===== config.mk =====
export PLATFORM = sky130hd
export DESIGN_NAME = fifo_rd_arbiter
export DESIGN_NICKNAME = d
export VERILOG_FILES = /design/src/rtl/fifo_rd_arb_pkg.sv /design/src/rtl/fifo_rd_arbiter_rr_pick.sv /design/src/rtl/fifo_rd_arbiter.sv
export SDC_FILE = /design/constraint.sdc
export NUM_CORES = 1
export LEC_CHECK = 0
export BUFFER_PORTS_ARGS = -buffer_cell sky130_fd_sc_hd__buf_2
export CAP_MARGIN = 20
export CELL_PAD_IN_SITES_DETAIL_PLACEMENT = 1
export CELL_PAD_IN_SITES_GLOBAL_PLACEMENT = 1
export CORE_UTILIZATION = 40
export CTS_CLUSTER_SIZE = 12
export DETAILED_ROUTE_END_ITERATION = 10
export PLACE_DENSITY_LB_ADDON = 0.2
export SYNTH_ARGS = -nofsm -noshare
export SYNTH_HDL_FRONTEND = slang
export SYNTH_SLANG_ARGS = --single-unit

===== constraint.sdc =====
create_clock -name i_r_clk -period 5.65 [get_ports i_r_clk]
set_clock_uncertainty 0.05 [all_clocks]
set_input_delay 0.2825 -clock i_r_clk [delete_from_list [all_inputs] [get_ports i_r_clk]]
set_output_delay 0.2825 -clock i_r_clk [all_outputs]
set_load 0.05 [all_outputs]

===== src/rtl/fifo_rd_arb_pkg.sv =====
// Shared types and helpers for the FIFO read-port arbiter.
// The arbiter arbitrates at most MAX_REQ consumers; helpers are sized for that.
package fifo_rd_arb_pkg;

  localparam int MAX_REQ = 8;

  typedef enum logic [0:0] {
    ST_IDLE  = 1'b0,
    ST_BURST = 1'b1
  } state_e;

  // Burst counter width. One spare bit keeps BURST_LEN-1 representable
  // for every legal BURST_LEN, including 1.
  function automatic int cnt_width(input int burst_len);
    return $clog2(burst_len) + 1;
  endfunction

  // Index of the set bit of a one-hot vector (zero for an all-zero input).
  // OR-reduction form keeps it a plain mux tree.
  function automatic logic [2:0] onehot_to_idx(input logic [MAX_REQ-1:0] oh);
    logic [2:0] idx;
    idx = '0;
    for (int i = 0; i < MAX_REQ; i++) begin
      if (oh[i]) begin
        idx = idx | 3'(i);
      end
    end
    return idx;
  endfunction

endpackage


===== src/rtl/fifo_rd_arbiter_rr_pick.sv =====
// Combinational rotating-priority picker: grants the first requester found
// walking the ring upward from i_start, wrapping at NUM_REQ-1.
module rr_pick #(
  parameter int NUM_REQ = 4
) (
  input  logic [NUM_REQ-1:0]         i_req,
  input  logic [$clog2(NUM_REQ)-1:0] i_start,
  output logic [NUM_REQ-1:0]         o_win,
  output logic                       o_any
);

  localparam int              IDXW = $clog2(NUM_REQ);
  localparam logic [IDXW-1:0] LAST = IDXW'(NUM_REQ - 1);

  // Walk the ring once from i_start and keep only the first requester seen.
  always_comb begin
    logic [IDXW-1:0] w_idx;
    logic            w_found;
    o_win   = '0;
    w_found = 1'b0;
    w_idx   = i_start;
    for (int i = 0; i < NUM_REQ; i++) begin
      if (!w_found && i_req[w_idx]) begin
        o_win[w_idx] = 1'b1;
        w_found      = 1'b1;
      end
      w_idx = (w_idx == LAST) ? '0 : w_idx + IDXW'(1);
    end
    o_any = |i_req;
  end

endmodule


===== src/rtl/fifo_rd_arbiter.sv =====
// Read-port arbiter for the asynchronous FIFO (read clock domain).
// Shares the single first-word-fall-through pop interface among NUM_REQ
// consumers with round-robin grants held for bursts of at most BURST_LEN pops.
// Optional feature macro: FIFO_RD_ARB_PRIO0_EN -- consumer 0 wins every
// arbitration it takes part in and its bursts do not advance the round-robin
// pointer. Undefined (default): pure round-robin.
module fifo_rd_arbiter
  import fifo_rd_arb_pkg::*;
#(
  parameter int NUM_REQ    = 4,
  parameter int DATA_WIDTH = 8,
  parameter int BURST_LEN  = 4
) (
  input  logic                  i_r_clk,
  input  logic                  i_rst_n,
  input  logic                  i_r_empty,
  input  logic [DATA_WIDTH-1:0] i_rd_data,
  input  logic [NUM_REQ-1:0]    i_req,
  input  logic [NUM_REQ-1:0]    i_rdy,
  output logic                  o_r_inc,
  output logic [NUM_REQ-1:0]    o_valid,
  output logic [DATA_WIDTH-1:0] o_data,
  output logic [NUM_REQ-1:0]    o_gnt,
  output logic                  o_busy
);

  localparam int              IDXW      = $clog2(NUM_REQ);
  localparam int              CW        = cnt_width(BURST_LEN);
  localparam logic [IDXW-1:0] LAST_IDX  = IDXW'(NUM_REQ - 1);
  localparam logic [CW-1:0]   LAST_BEAT = CW'(BURST_LEN - 1);

  state_e              r_state;
  state_e              w_state_nxt;
  logic [NUM_REQ-1:0]  r_gnt;
  logic [NUM_REQ-1:0]  w_gnt_nxt;
  logic [IDXW-1:0]     r_rr_ptr;
  logic [IDXW-1:0]     w_rr_nxt;
  logic [CW-1:0]       r_cnt;
  logic [CW-1:0]       w_cnt_nxt;

  logic [NUM_REQ-1:0]  w_rr_win;
  logic                w_rr_any;
  logic [NUM_REQ-1:0]  w_win;
  logic                w_rr_upd;
  logic [MAX_REQ-1:0]  w_gnt_wide;
  logic [IDXW-1:0]     w_g;
  logic                w_vld;
  logic                w_xfer;
  logic                w_exit;

  rr_pick #(
    .NUM_REQ (NUM_REQ)
  ) u_rr_pick (
    .i_req   (i_req),
    .i_start (r_rr_ptr),
    .o_win   (w_rr_win),
    .o_any   (w_rr_any)
  );

`ifdef FIFO_RD_ARB_PRIO0_EN
  // Consumer 0 pre-empts the rotation; its own bursts leave the pointer alone
  // so the other consumers keep their round-robin order.
  assign w_win    = i_req[0] ? NUM_REQ'(1) : w_rr_win;
  assign w_rr_upd = (w_g != '0);
`else
  assign w_win    = w_rr_win;
  assign w_rr_upd = 1'b1;
`endif

  // Decode the registered one-hot grant into the granted consumer's index.
  always_comb begin
    w_gnt_wide              = '0;
    w_gnt_wide[NUM_REQ-1:0] = r_gnt;
    w_g                     = IDXW'(onehot_to_idx(w_gnt_wide));
  end

  // Handshake of the granted consumer and the burst termination condition.
  always_comb begin
    w_vld  = (r_state == ST_BURST) && i_req[w_g] && !i_r_empty;
    w_xfer = w_vld && i_rdy[w_g];
    w_exit = (r_state == ST_BURST) &&
             ((w_xfer && (r_cnt == LAST_BEAT)) || !i_req[w_g] || i_r_empty);
  end

  // State register: FSM state, grant, round-robin pointer and burst count.
  always_ff @(posedge i_r_clk or negedge i_rst_n) begin
    if (!i_rst_n) begin
      r_state  <= ST_IDLE;
      r_gnt    <= '0;
      r_rr_ptr <= '0;
      r_cnt    <= '0;
    end else begin
      r_state  <= w_state_nxt;
      r_gnt    <= w_gnt_nxt;
      r_rr_ptr <= w_rr_nxt;
      r_cnt    <= w_cnt_nxt;
    end
  end

  // Next-state logic: arbitrate in IDLE, count pops and detect exit in BURST.
  always_comb begin
    w_state_nxt = r_state;
    w_gnt_nxt   = r_gnt;
    w_rr_nxt    = r_rr_ptr;
    w_cnt_nxt   = r_cnt;
    case (r_state)
      ST_IDLE: begin
        // Granting only with data present avoids an empty, useless burst.
        if (w_rr_any && !i_r_empty) begin
          w_state_nxt = ST_BURST;
          w_gnt_nxt   = w_win;
          w_cnt_nxt   = '0;
        end
      end
      ST_BURST: begin
        if (w_exit) begin
          w_state_nxt = ST_IDLE;
          w_gnt_nxt   = '0;
          w_cnt_nxt   = '0;
          if (w_rr_upd) begin
            w_rr_nxt = (w_g == LAST_IDX) ? '0 : w_g + IDXW'(1);
          end
        end else if (w_xfer) begin
          w_cnt_nxt = r_cnt + CW'(1);
        end
      end
      default: begin
        w_state_nxt = ST_IDLE;
        w_gnt_nxt   = '0;
        w_cnt_nxt   = '0;
      end
    endcase
  end

  // Output logic: valid and pop strobe only toward the granted consumer.
  always_comb begin
    o_valid = '0;
    o_r_inc = 1'b0;
    o_busy  = 1'b0;
    if (r_state == ST_BURST) begin
      o_valid = r_gnt & {NUM_REQ{w_vld}};
      o_r_inc = w_xfer;
      o_busy  = 1'b1;
    end
  end

  assign o_gnt  = r_gnt;
  assign o_data = i_rd_data;

endmodule


==> flow_metrics.py <==
metrics = {
    "logic_synthesis": {
        "syn_avg_cell_area_um2": 9.21,
        "synthCells": 121,
        "synth_top_family_by_area": "simple AND/OR/NAND/NOR gates",
        "synth-async-reset-ratio_pct": 100,
        "yosysWarnings": 0,
        "synthesis.area_um2": 1110,
        "synth_cell_types": 49,
        "synth_compound_area_share_pct": 22.8,
        "synth_nets": 147,
        "synth.area.mux_share_pct": 11.7,
        "ys_seq_area_share_pct": 22.4,
        "synth_flop_cell": "dfrtp_1",
        "synth_xor_xnor_area_share_pct": 0.786,
        "synth-edff-count": 0,
        "synth-simple-area-share_pct": 22.9,
        "synth_fa_ha_area_share_pct": 7.86,
        "ys_ff_latch": 10,
    },
    "critical_path": {
        "r2r_cells": 6,
        "worstPathMaxFanout": 8,
        "cp_top_family": "compound AO/OA/AOI/OAI gates",
        "endpoint_kind": "flop",
        "reg2reg_slack_ns": 3.12,
        "slowest_delay_ns": 0.60,
        "r2r_end": "o_gnt[1]",
        "worstReg2RegStart": "r_rr_ptr[0]",
        "required_ns": 5.79,
        "worstSetupStartpointType": "flop",
        "cp_data_arrival_time_ns": 2.67,
        "cp.depth": 6,
        "crit_slowest_cell": "mux4_2",
        "path_buf_inv": 1,
        "crit_type": "flop to flop",
        "worstPathCellList": "inv_1 > ha_1 > mux4_2 > a211oi_1 > a22oi_1 > o21ai_1",
    },
    "power_and_ir_drop": {
        "clkPwrFrac_pct": 11.1,
        "p_per_area_nw_per_um2": 480,
        "p_seq_share_pct": 25.4,
        "p_leak_nw": 0.558,
        "swShare_pct": 53.6,
        "switchingPower_uw": 309,
        "intPower_uw": 267,
        "vdd_drop_max_mv": 0.235,
        "combPwrFrac_pct": 63.5,
    },
    "timing": {
        "setup_ws_ns": 3.12,
        "slew_viol_final": 0,
        "max_freq_mhz": 395,
        "finalCritPeriodShare_pct": 44.9,
        "period_needed_ns": 2.53,
        "timing.setup.tns_ns": 0,
        "slew_headroom_pct": 68.4,
        "finalHoldViolCount": 0,
        "rsz0062_at_grt": "no",
        "setup_viol": 0,
        "tightest_slew_ns": 0.471,
    },
    "cts": {
        "cts_tree": "yes",
        "clk_pin_slew_ns": 0.07,
        "h-tree-depth": 1,
        "clock_latency_ns": 0.26,
        "cts_buffers": 3,
        "cts_sinks": 10,
        "cts.path.max_buffers": 2,
        "clockRootBuffer": "clkbuf_4",
    },
    "floorplan": {
        "io_pins": 37,
        "core_um2": 2540,
        "rows": 18,
        "fp.dieH_um": 54.8,
        "start_util_pct": 43.8,
        "dieArea_um2": 3000,
        "die_x_um": 54.8,
    },
    "worst_hold_path": {
        "hold_path.class": "input port to asynchronous set/reset pin",
    },
    "global_route": {
        "grt_pass1_wl_um": 4390,
        "grt_max_degree": 11,
        "grt_overflow": 0,
        "antenna_found_initial": 0,
        "grtUsageTotal_pct": 20.1,
        "grt_pass1_vias": 946,
    },
    "drt": {
        "drt_iter0_markers": 13,
        "finalWirelength_um": 2730,
        "dr_total_vias": 937,
        "drc_errors": 0,
        "dr.pass1.iters": 4,
        "antenna_left": 0,
        "routed_via_density": 5.71,
        "post_drt_wl_per_cell_um": 16.7,
    },
    "finish": {
        "syn2layout_area_growth_pct": 7.63,
        "nets": 161,
        "antenna_cells": 0,
        "final_layout_size_suffix_gt1_share_pct": 29.9,
    },
    "placed_design": {
        "routabilityCongestion": 0.900,
        "place.port_buffers": 20,
        "post-place-ws_ns": 3.13,
        "post-dp-hpwl_um": 2210,
    },
    "job": {
        "maxCapViolCount": 0,
    },
    "run_status": {
        "outcome": "complete, no violations",
    },
}
==> power by group through the flow <==
stage               combinational (mW)  sequential, mW  clock [mW]
floorplan                        0.296           0.165           0
global placement                 0.353           0.145           0
detailed placement               0.364           0.149           0
CTS                              0.366           0.147      0.0667
global route                     0.397           0.152      0.0692
finish                           0.366           0.147      0.0639
==> cell type report <==
type	count	area, um2
multi-input combinational	91	736
sequential	10	250
timing repair buffer	21	110
tap	30	37.5
fill	306	1350
inverter	8	30.0
clock buffer	4	36.3
==> registers in the layout (all words and copies together), names as in the netlist <==
name and flops:
o_gnt 4, r_cnt 3, r_rr_ptr 2, r_state 1
==> kinds of logic after synthesis <==
| group | count (synthesis) |
|---|---|
| multiplexers | 10 |
| AO/OA/AOI/OAI | 28 |
| adder cells (fa/ha/maj) | 7 |
| buffers and inverters | 20 |
| XOR/XNOR | 1 |
| AND/OR/NAND/NOR | 45 |
| flip-flops | 10 |
==> placed cells by master (no fill, tap or decap), types with 2 or more instances in the layout <==
cell type / count
a22oi_1: 3
and2_1: 2
and3_1: 4
buf_2: 20
clkbuf_4: 3
dfrtp_1: 10
ha_1: 7
inv_1: 8
mux2_1: 2
mux2_4: 3
mux2i_1: 4
nand2_1: 10
nand3b_1: 3
nand4_1: 2
nor2_1: 9
nor3_1: 4
o21ai_0: 2
o21ai_1: 5
o21ai_2: 2
==> cell usage after synthesis (2+ instances only) <==
| cell type | instances | area share [%] |
|---|---|---|
| dfrtp_1 | 10 | 22 |
| nand2_1 | 10 | 3.4 |
| nor2_1 | 9 | 3.0 |
| buf_4 | 8 | 5.4 |
| inv_1 | 8 | 2.7 |
| ha_1 | 7 | 7.9 |
| o21ai_1 | 5 | 2.2 |
| and3_1 | 4 | 2.2 |
| mux2i_1 | 4 | 3.6 |
| nor3_1 | 4 | 1.8 |
| a22oi_1 | 3 | 2.0 |
| buf_6 | 3 | 3.0 |
| mux2_4 | 3 | 4.0 |
| nand3b_1 | 3 | 2.0 |
| and2_1 | 2 | 1.1 |
| mux2_1 | 2 | 2.0 |
| nand4_1 | 2 | 1.1 |
| o21ai_0 | 2 | 0.90 |
| o21ai_2 | 2 | 1.6 |
==> worst max path at each step <==
| stage | start | endpoint |
|---|---|---|
| finish | r_rr_ptr[0] | o_gnt[1] |
| global placement | r_rr_ptr[0] | o_gnt[0] |
| floorplan | o_gnt[2] | r_cnt[0] |
| detailed placement | r_rr_ptr[0] | o_gnt[1] |
| global route | r_rr_ptr[0] | o_gnt[1] |
| CTS | r_rr_ptr[0] | o_gnt[1] |
==> routing by layer <==
| layer | global-route usage [%] | wire, um | vias up |
|---|---|---|---|
| met5 | 0 | 0 | - |
| met4 | 5.13 | 25 | 0 |
| met3 | 1.11 | 72 | 6 |
| met2 | 38.4 | 1390 | 15 |
| met1 | 23.8 | 1250 | 461 |
| li1 | - | - | 455 |
==> per-stage QoR <==
stage	total power [mW]	instance area (um2)	hold slack (ns)	std cells	utilization [%]
3_5_place_dp	0.513	1150	0.118	159	45.3
5_1_grt	0.618	1200	0.367	164	47.1
6_report	0.576	1200	0.358	164	47.1
3_3_place_gp	0.499	1150	0.110	159	45.3
4_1_cts	0.580	1200	0.351	164	47.1
2_1_floorplan	0.461	1110	-0.0631	121	-
==> repair_timing <==
item / CTS / global route
hold buffers: 1 / 0
endpoints found under the hold margin: 10 / 0
resized for setup: 0 / 0
setup buffers: 0 / 0
No activity file was read; power rests on OpenSTA's default activity.
